`src/rtl/wb_demux.sv`:
```
// Writeback steering stage: routes each accepted result to either the register-file
// write port or the data-memory store port, and counts cycles lost to store back-pressure.
module wb_demux #(
    parameter int WIDTH      = 16,
    parameter int REG_ADDR_W = 3
) (
    input  logic                  clk,
    input  logic                  rst_n,
    input  logic                  in_valid,
    output logic                  in_ready,
    input  logic [WIDTH-1:0]      in_data,
    input  logic                  in_sel,
    input  logic [WIDTH-1:0]      in_dest,
    output logic                  rf_we,
    output logic [REG_ADDR_W-1:0] rf_waddr,
    output logic [WIDTH-1:0]      rf_wdata,
    output logic                  mem_valid,
    input  logic                  mem_ready,
    output logic [WIDTH-1:0]      mem_addr,
    output logic [WIDTH-1:0]      mem_wdata,
    output logic [15:0]           stall_cnt
);

    // Each state is one-hot on the output-valid pair {mem_valid, rf_we}.
    typedef enum logic [1:0] {
        S_IDLE = 2'b00,
        S_RF   = 2'b01,
        S_MEM  = 2'b10
    } state_t;

    state_t                r_state;
    state_t                w_state_nxt;
    logic [REG_ADDR_W-1:0] r_rf_waddr;
    logic [WIDTH-1:0]      r_rf_wdata;
    logic [WIDTH-1:0]      r_mem_addr;
    logic [WIDTH-1:0]      r_mem_wdata;
    logic [15:0]           r_stall_cnt;

    logic                  w_mem_pend;
    logic                  w_accept;
    logic                  w_idx_nz;
    logic                  w_load_rf;
    logic                  w_load_mem;
    logic                  w_stall;

    assign w_mem_pend = (r_state == S_MEM);
    assign in_ready   = !w_mem_pend || mem_ready;
    assign w_accept   = in_valid && in_ready;
    assign w_idx_nz   = |in_dest[REG_ADDR_W-1:0];
    assign w_load_rf  = w_accept && !in_sel && w_idx_nz;
    assign w_load_mem = w_accept && in_sel;
    assign w_stall    = w_mem_pend && !mem_ready;

    always_comb begin
        w_state_nxt = S_IDLE;
        if (w_load_mem) begin
            w_state_nxt = S_MEM;
        end else if (w_load_rf) begin
            w_state_nxt = S_RF;
        end else if (w_stall) begin
            w_state_nxt = S_MEM;
        end
    end

    always_ff @(posedge clk) begin
        if (!rst_n) begin
            r_state <= S_IDLE;
        end else begin
            r_state <= w_state_nxt;
        end
    end

    // Payload registers load only on their own accept so they hold while idle.
    always_ff @(posedge clk) begin
        if (!rst_n) begin
            r_rf_waddr  <= '0;
            r_rf_wdata  <= '0;
            r_mem_addr  <= '0;
            r_mem_wdata <= '0;
        end else begin
            if (w_load_rf) begin
                r_rf_waddr <= in_dest[REG_ADDR_W-1:0];
                r_rf_wdata <= in_data;
            end
            if (w_load_mem) begin
                r_mem_addr  <= in_dest;
                r_mem_wdata <= in_data;
            end
        end
    end

    always_ff @(posedge clk) begin
        if (!rst_n) begin
            r_stall_cnt <= '0;
        end else if (w_stall && (r_stall_cnt != 16'hFFFF)) begin
            r_stall_cnt <= r_stall_cnt + 16'd1;
        end
    end

    assign rf_we     = (r_state == S_RF);
    assign mem_valid = w_mem_pend;
    assign rf_waddr  = r_rf_waddr;
    assign rf_wdata  = r_rf_wdata;
    assign mem_addr  = r_mem_addr;
    assign mem_wdata = r_mem_wdata;
    assign stall_cnt = r_stall_cnt;

endmodule

```
`config.mk`:
```
export PLATFORM = sky130hd
export DESIGN_NAME = wb_demux
export DESIGN_NICKNAME = d
export VERILOG_FILES = /design/src/rtl/wb_demux.sv
export SDC_FILE = /design/constraint.sdc
export NUM_CORES = 1
export LEC_CHECK = 0
export BUFFER_PORTS_ARGS = -buffer_cell sky130_fd_sc_hd__buf_2
export CORE_UTILIZATION = 48
export CTS_BUF_LIST = sky130_fd_sc_hd__clkbuf_4 sky130_fd_sc_hd__clkbuf_8 sky130_fd_sc_hd__clkbuf_16
export CTS_CLUSTER_DIAMETER = 30
export CTS_CLUSTER_SIZE = 10
export DETAILED_ROUTE_END_ITERATION = 16
export GPL_TIMING_DRIVEN = 1
export HOLD_SLACK_MARGIN = 0.12
export PLACE_DENSITY = 0.79
export RECOVER_POWER = 100
export SKIP_CTS_REPAIR_TIMING = 1
export SYNTH_ARGS = -nofsm -noshare
export SYNTH_HDL_FRONTEND = slang
export SYNTH_SLANG_ARGS = --single-unit
export TNS_END_PERCENT = 5
```
`constraint.sdc`:
```
create_clock -name clk -period 2.2 [get_ports clk]
set_input_delay 0.11 -clock clk [delete_from_list [all_inputs] [get_ports clk]]
set_output_delay 0.11 -clock clk [all_outputs]
set_load 0.02 [all_outputs]
```
==> summary.md, run 1 <==
| Metric | Value |
|---|---|
| Post-synthesis sequential element count | 69 |
| Die height | around 77 um |
| IO Count | 107 |
| Multiplexer area fraction after synthesis | 8.122% |
| Synthesis warning total | 0 |
| Hold Crit Class | in -> reg |
| Clock Skew | ~0.009 ns |
| # rows | 26 |
| Ratio of cells with drive above 1 in the final layout | 13.60% |
| Max VDD drop | between 0.0004 and 0.0005 V |
| Final worst-path cycle share | 89.76% |
| First-pass GRT wire length | between 10 and 15 mm |
| Clock Tree Root | clkbuf_8 |
| RSZ-0062 raised after global routing | no |
| Final HPWL DP | 4.466 mm |
| Final hold vios | 0 |
| Final worst slack | 0.2253 ns |
| Syn Nets | 353 |
| Slew @ Worst Pin | 0.6735 ns |
| # diodes | 0 |
| Total track usage | between 20 and 25% |
| CTS sink cnt | 69 |
| CP top delay family | buffers and inverters |
| Met2 GRT Util | 37.61% |
| Syn_area_per_cell | 8.607 um^2 |
| Largest family of logic cells by synthesized area | simple AND/OR/NAND/NOR gates |
| Setup TNS | 0 ns |
| DR WL/cell | around 14 um |
| Pins over their slew limit | 0 |
| Fillers | 466 |
| Crit path from | r_state[0] |
| Vias per cell | 5.217 |
| Drt total wl | 7.326 mm |
| DR pass1 iterations | 4 |
| Pwr dens | 749.3 mW/mm^2 |
| Detailed-route via count | around 2700 |
| Routability cong. | around 0.90 |
| Register area share after synthesis | 50.95% |
| Die width | around 77 um |
| Initial antenna violation count | 0 |
| Max-cap violation count | 0 |
| Worst Path Max Fanout | 11 |
| CP Capture Type | flop |
| Final setup violation count | 0 |
| I/O Buffers | 106 |
| DP Worst Slack | 0.4634 ns |
| CTS max path bufs | 2 |
| DR DRC count | 0 |
| Synth cell types | 35 |
| Worst path bufs/invs | 2 |
| Synth Area in XOR/XNOR | 0% |
| Achievable Freq | 506.4 MHz |
| Static Leakage | 1.411 nW |
| Core Area | 0.005270 mm^2 |
| Mapped Cells | ~320 |
| Congestion Overflow GR | 0 |
| Antenna Nets Post-Route | 0 |
| Largest net degree at the start of global routing | 38 |
| Syn Std Cell Area | about 0.0027 mm^2 |
| Worst Hold Launch | rst_n |
| Adder-cell area share of the yosys netlist | 0.4615% |
| Status | finished, final reports clean |
| Busiest grt layer | met2 |
| Crit path max-delay cell type | clkbuf_1 |
| Total power | about 2.8 mW |
| Worst Path Class, Setup | reg -> reg |
| Fin crit period | between 1.5 and 2 ns |
| TritonCTS Buffers | 9 |
| Post-synthesis simple-gate area fraction | 23.95% |
| CTS tree | built |
| First DRT Iteration DRCs | 144 |
| H-tree levels | 3 |
| Clk slew on worst S/H paths | approximately 0.070 ns |
| Reg2reg start | r_state[0] |
| Rel. slew slack | 55.10% |
| Clock latency at the later pin of the worst-skew pair | 0.33 ns |
| Crit-path max cell delay | 0.44 ns |
| Met3 usage | under 10% |
| Net count, final | roughly 500 |
| Cell Chain, Critical Path | nor3b_4 -> inv_1 -> nand3_1 -> clkbuf_1 -> nand2_1 -> a21oi_1 |
| Vias in the first global route | 2371 |
| Crit path DAT | about 2.2 ns |
| Die area | around 0.006 mm^2 |
| Met1 GRT Util | 28.08% |
| Startpoint Class | flop |
| Synth Area in Compound Gates | 12.41% |
| Worst EP required | 2.46 ns |
| Initial Util | 51.45% |
| Area Growth Syn to Fin | 38.39% |
## worst register-to-register path: cells and delay by family, from the launching register on
kind / cells / cell delay [ns]
buffers and inverters: 2 / 0.70
and+or+nand+nor: 3 / 0.68
DFF: 1 / 0.34
AOI/OAI and AO/OA: 1 / 0.18
## area by class of cell
| cell class | instances | area, um^2 | share of cell area [%] |
|---|---|---|---|
| tap | 70 | 87.58 | 2.334 |
| multi-input combinational | 221 | 1219 | 32.48 |
| timing repair buffer | 145 | 817.0 | 21.77 |
| clock inverter | 4 | 70.07 | 1.867 |
| inverter | 5 | 18.77 | 0.5002 |
| clock buffer | 12 | 158.9 | 4.235 |
| sequential | 69 | 1381 | 36.81 |
## stage by stage
step	std cells	utilization (%)	instance area, um^2	hold WS (ns)
after detailed placement	478	62.77	3308	0.3561
after CTS	494	67.12	3537	-0.0006473
after global routing	526	71.20	3752	0.1368
after global placement	478	62.77	3308	0.3512
final	526	71.20	3752	0.1346
after floorplan	315	-	2711	0.2460
## cell families after synthesis
kind of cell    count (synthesis)
fa+ha+maj                       1
flops                          69
compound gates                 61
simple gates                  137
buf+inv                        25
mux                            22
## where the power goes
group | switching (mW) | total (mW) | leakage, nW | internal, mW
clock | 0.459 | 1.17 | 0.120 | 0.710
sequential | 0.0257 | 1.32 | 0.562 | 1.30
combinational | 0.191 | 0.321 | 0.729 | 0.130
## layer usage
| layer | routed length [um] | up-vias |
|---|---|---|
| li1 | - | 1361 |
| met3 | 546 | 6 |
| met4 | 62 | 0 |
| met2 | 3649 | 101 |
| met1 | 3068 | 1276 |
| met5 | 0 | - |
## synth_stat cells
master / n / share of area [%]
nand2_1: 72 / 10
dfxtp_1: 69 / 51
a21oi_1: 44 / 8.1
nor2_1: 23 / 3.2
mux2i_1: 22 / 8.1
clkbuf_1: 11 / 1.5
buf_2: 8 / 1.5
nand3_1: 7 / 1.3
nand4_1: 6 / 1.4
o31ai_1: 6 / 1.7
a211oi_1: 5 / 1.4
nor3_1: 5 / 0.92
or4_1: 5 / 1.4
inv_1: 4 / 0.55
o21ai_0: 4 / 0.74
and3_1: 3 / 0.69
nand2b_1: 2 / 0.46
nor2b_1: 2 / 0.46
a31oi_1: 1 / 0.23
and2_1: 1 / 0.23
and4_1: 1 / 0.32
and4_2: 1 / 0.37
and4b_1: 1 / 0.37
buf_6: 1 / 0.42
ha_1: 1 / 0.46
inv_2: 1 / 0.14
nand3b_1: 1 / 0.28
nand4_2: 1 / 0.46
nand4b_1: 1 / 0.32
nor3b_4: 1 / 0.69
nor4_1: 1 / 0.23
nor4b_1: 1 / 0.32
o211ai_1: 1 / 0.28
or3_1: 1 / 0.23
or4b_1: 1 / 0.37
## path summary, 6_finish.rpt
kind / endpoint / slack, ns / depth (start not counted)
setup / recovery: mem_wdata[8] / 0.23 / 6
hold / removal: stall_cnt[8] / 0.13 / 3
hold reg to reg: mem_wdata[2] / 0.45 / 2
setup reg to reg: mem_wdata[8] / 0.23 / 6
## flip-flops by register name (all words and copies together), names as in the netlist
name / flops
stall_cnt: 16
rf_wdata: 16
r_state: 2
mem_wdata: 16
mem_addr: 16
rf_waddr: 3
## placed cells by master (no fill, tap or decap), types with 3 or more instances in the layout
master,count
nand2_1,72
and3_1,3
clkbuf_8,11
clkbuf_1,71
nor3_1,5
nand4_1,6
dlygate4sd3_1,32
buf_2,36
nand3_1,7
clkbuf_2,3
inv_1,4
o31ai_1,6
dfxtp_1,69
a211oi_1,5
or4_1,5
mux2i_1,22
o21ai_0,4
a21oi_1,44
nor2_1,23
No activity file was read; power rests on OpenSTA's default activity.
==> run 2, diff against run 1 <==
--- a/config.mk
+++ b/config.mk
@@ -5,8 +5,9 @@
 export SDC_FILE = /design/constraint.sdc
 export NUM_CORES = 1
 export LEC_CHECK = 0
+export ABC_AREA = 1
 export BUFFER_PORTS_ARGS = -buffer_cell sky130_fd_sc_hd__buf_2
-export CORE_UTILIZATION = 48
+export CORE_UTILIZATION = 49
 export CTS_BUF_LIST = sky130_fd_sc_hd__clkbuf_4 sky130_fd_sc_hd__clkbuf_8 sky130_fd_sc_hd__clkbuf_16
 export CTS_CLUSTER_DIAMETER = 30
 export CTS_CLUSTER_SIZE = 10
==> run 2 against run 1 <==
Global-route usage down 0.87 points; via count up 8.3%; critical path depth up 2.
==> summary.md, run 2 <==
| Metric | Value |
|---|---|
| Status | finished, final reports clean |
| Top cell type's share of synthesized area | 46.13% |
| Clk slew on worst S/H paths | 0.07 ns |
| Most numerous cell in the Yosys netlist | nor2_1 |
| Slew @ Worst Pin | 0.6769 ns |
| Ratio of cells with drive above 1 in the final layout | 18.32% |
| Setup TNS | 0 ns |
| Clock latency at the later pin of the worst-skew pair | 0.34 ns |
| Comb pwr share | 13.0% |
| Drt total wl | 7.796 mm |
| Hold Crit Class | in -> reg |
| IO Count | 107 |
| Net count, final | about 560 |
| Vias in the first global route | 2526 |
| Pins over their slew limit | 0 |
| Clock Tree Root | clkbuf_8 |
| Post-synthesis sequential element count | 69 |
| Die area | 0.006427 mm^2 |
| CTS tree | built |
| EDFF count, synth | 0 |
| Die height | 80.17 um |
| Worst Path Max Fanout | 33 |
| DR WL/cell | roughly 13 um |
| Reg-to-reg endpoint | mem_addr[4] |
| DP Worst Slack | ~0.6 ns |
| Most frequent cells in the layout | 90 x nand2_1, 80 x nor2_1, 70 x clkbuf_1, 69 x dfxtp_1, 36 x buf_2 |
| Worst Path Class, Setup | reg -> reg |
| Worst EP required | 2.48 ns |
| H-tree levels | 3 |
| Congestion Overflow GR | 0 |
| Sequential Power Share | between 40 and 50% |
| Startpoint Class | flop |
| Synthesis warning total | 0 |
| Final HPWL DP | 4.740 mm |
| Clock Power Share | between 40% and 50% |
| Core Area | just under 0.006 mm^2 |
| Hold path endpoint | stall_cnt[12] |
| Pwr dens | 736.0 mW/mm^2 |
| Vias per cell | 4.960 |
| First DRT Iteration DRCs | ~140 |
| Total power | around 2.9 mW |
| Crit path DAT | 2.30 ns |
| Register area share after synthesis | 46.13% |
| Placed insts | 548 |
| Clock Skew | 0.008161 ns |
| Worst reg-to-reg setup slack | 0.18 ns |
| Top cell type by total area after synthesis | dfxtp_1 |
| Hold path depth | 5 |
| Final Non-Filler Cells | 599 |
| Worst Hold Launch | mem_ready |
| I/O Buffers | 106 |
| Total track usage | 22.25% |
| Synth Flop Type | dfxtp_1 |
| Synth top cells by count | 79 x nor2_1, 76 x nand2_1, 69 x dfxtp_1 |
| Die width | ~80 um |
| CTS sink cnt | 69 |
| Async S/R FF share, synth | 0% |
| Final worst-path cycle share | 91.60% |
| Achievable Freq | 496.2 MHz |
| Switching part of the total | 26.35% |
| Max-cap violation count | 0 |
| Syn_area_per_cell | 7.818 um^2 |
| Synth cell types | 25 |
| Synth top area cells | dfxtp_1 46%, nor2_1 9.9%, nand2_1 9.5% |
| Max VDD drop | 0.0004664 V |
| # diodes | 0 |
| Rel. slew slack | 54.76% |
| DR DRC count | 0 |
| Area Growth Syn to Fin | 31.09% |
| Internal Power | 2.127 mW |
| Syn Std Cell Area | 0.002994 mm^2 |
| Final setup violation count | 0 |
| Mapped Cells | 383 |
| # rows | 28 |
| Largest net degree at the start of global routing | 37 |
| Detailed-route via count | between 2000 and 3000 |
| Final hold vios | 0 |
| CTS max path bufs | 2 |
| DR pass1 iterations | 4 |
| Initial Util | about half |
| Most common cell after layout, fill and taps aside | nand2_1 |
| P_sw | 761.2 uW |
| Reg2reg start | r_state[1] |
| TritonCTS Buffers | 9 |
| Antenna Nets Post-Route | 0 |
| Initial antenna violation count | 0 |
| Fin crit period | 2.015 ns |
| First-pass GRT wire length | 11.07 mm |
| RSZ-0062 raised after global routing | no |
| CP Capture Type | flop |
| Cells on worst reg2reg path | 8 |
| Final worst slack | about 0.18 ns |
| Syn Nets | 421 |
| Routability cong. | 0.8327 |
| Static Leakage | 1.513 nW |
[run 2: cell count changes after synthesis, sizes merged, moves of 8 or more]
| cell | before | now |
|---|---|---|
| clkbuf | 11 | 3 |
| nand2 | 72 | 102 |
| mux2i | 22 | 0 |
| nor2 | 23 | 84 |
| nand3 | 7 | 21 |
| inv | 5 | 18 |
| o21ai | 4 | 21 |
[run 2: final cells by class]
class,count,area (um^2)
tap,75,93.84
sequential,69,1381
timing repair buffer,143,808.3
clock inverter,5,83.83
inverter,18,72.57
clock buffer,11,145.1
multi-input combinational,278,1340
fill,583,1996
[run 2: through the flow]
stage               hold slack [ns]  area, um^2  utilization, %
finish                       0.1928        3925           66.29
CTS                        0.001199        3727           62.95
global placement             0.3598        3498           59.09
floorplan                    0.2464        2994               -
detailed placement           0.3666        3498           59.09
global route                 0.2005        3925           66.29
[run 2: critical path, stage by stage, from the launching register on]
cell	delay (ns)
dfxtp_1	0.35
nand3_4	0.14
nand2_4	0.06
inv_4	0.07
nand2_8	0.15
inv_4	0.37
nand2_1	0.13
a21oi_2	0.13
dlygate4sd3_1	0.54
[run 2: worst max-delay path by stage]
stage,startpoint,endpoint,slack [ns],depth (start not counted)
floorplan,stall_cnt[0],stall_cnt[8],0.65,7
global placement,stall_cnt[0],stall_cnt[8],0.65,6
detailed placement,stall_cnt[0],stall_cnt[2],0.60,7
CTS,stall_cnt[0],stall_cnt[14],0.57,7
global route,r_state[1],mem_addr[2],0.04,8
finish,r_state[1],mem_addr[4],0.18,8
[run 2: power by group through the flow]
stage / combinational, mW / sequential (mW) / clock [mW]
after global placement: 0.342 / 1.36 / 0
after global routing: 0.410 / 1.34 / 1.26
after CTS: 0.349 / 1.33 / 1.19
after detailed placement: 0.349 / 1.36 / 0
after floorplan: 0.166 / 1.43 / 0
final: 0.375 / 1.33 / 1.18
[run 2: per-layer routing]
metal / routed length (um) / track usage [%]
met5: 0 / 0
met2: 3959 / 37.18
met3: 383 / 8.182
met4: 118 / 8.036
met1: 3335 / 25.98
[run 2: logic make-up (layout without fill, tap and decap cells)]
logic type | Yosys count | in the layout | share of synthesized area [%]
AO/OA/AOI/OAI | 66 | 66 | 13.41
adder cells (fa/ha/maj) | 1 | 1 | 0.4178
buffers and inverters | 36 | 177 | 7.020
flip-flops | 69 | 69 | 46.13
AND/OR/NAND/NOR | 211 | 211 | 33.01
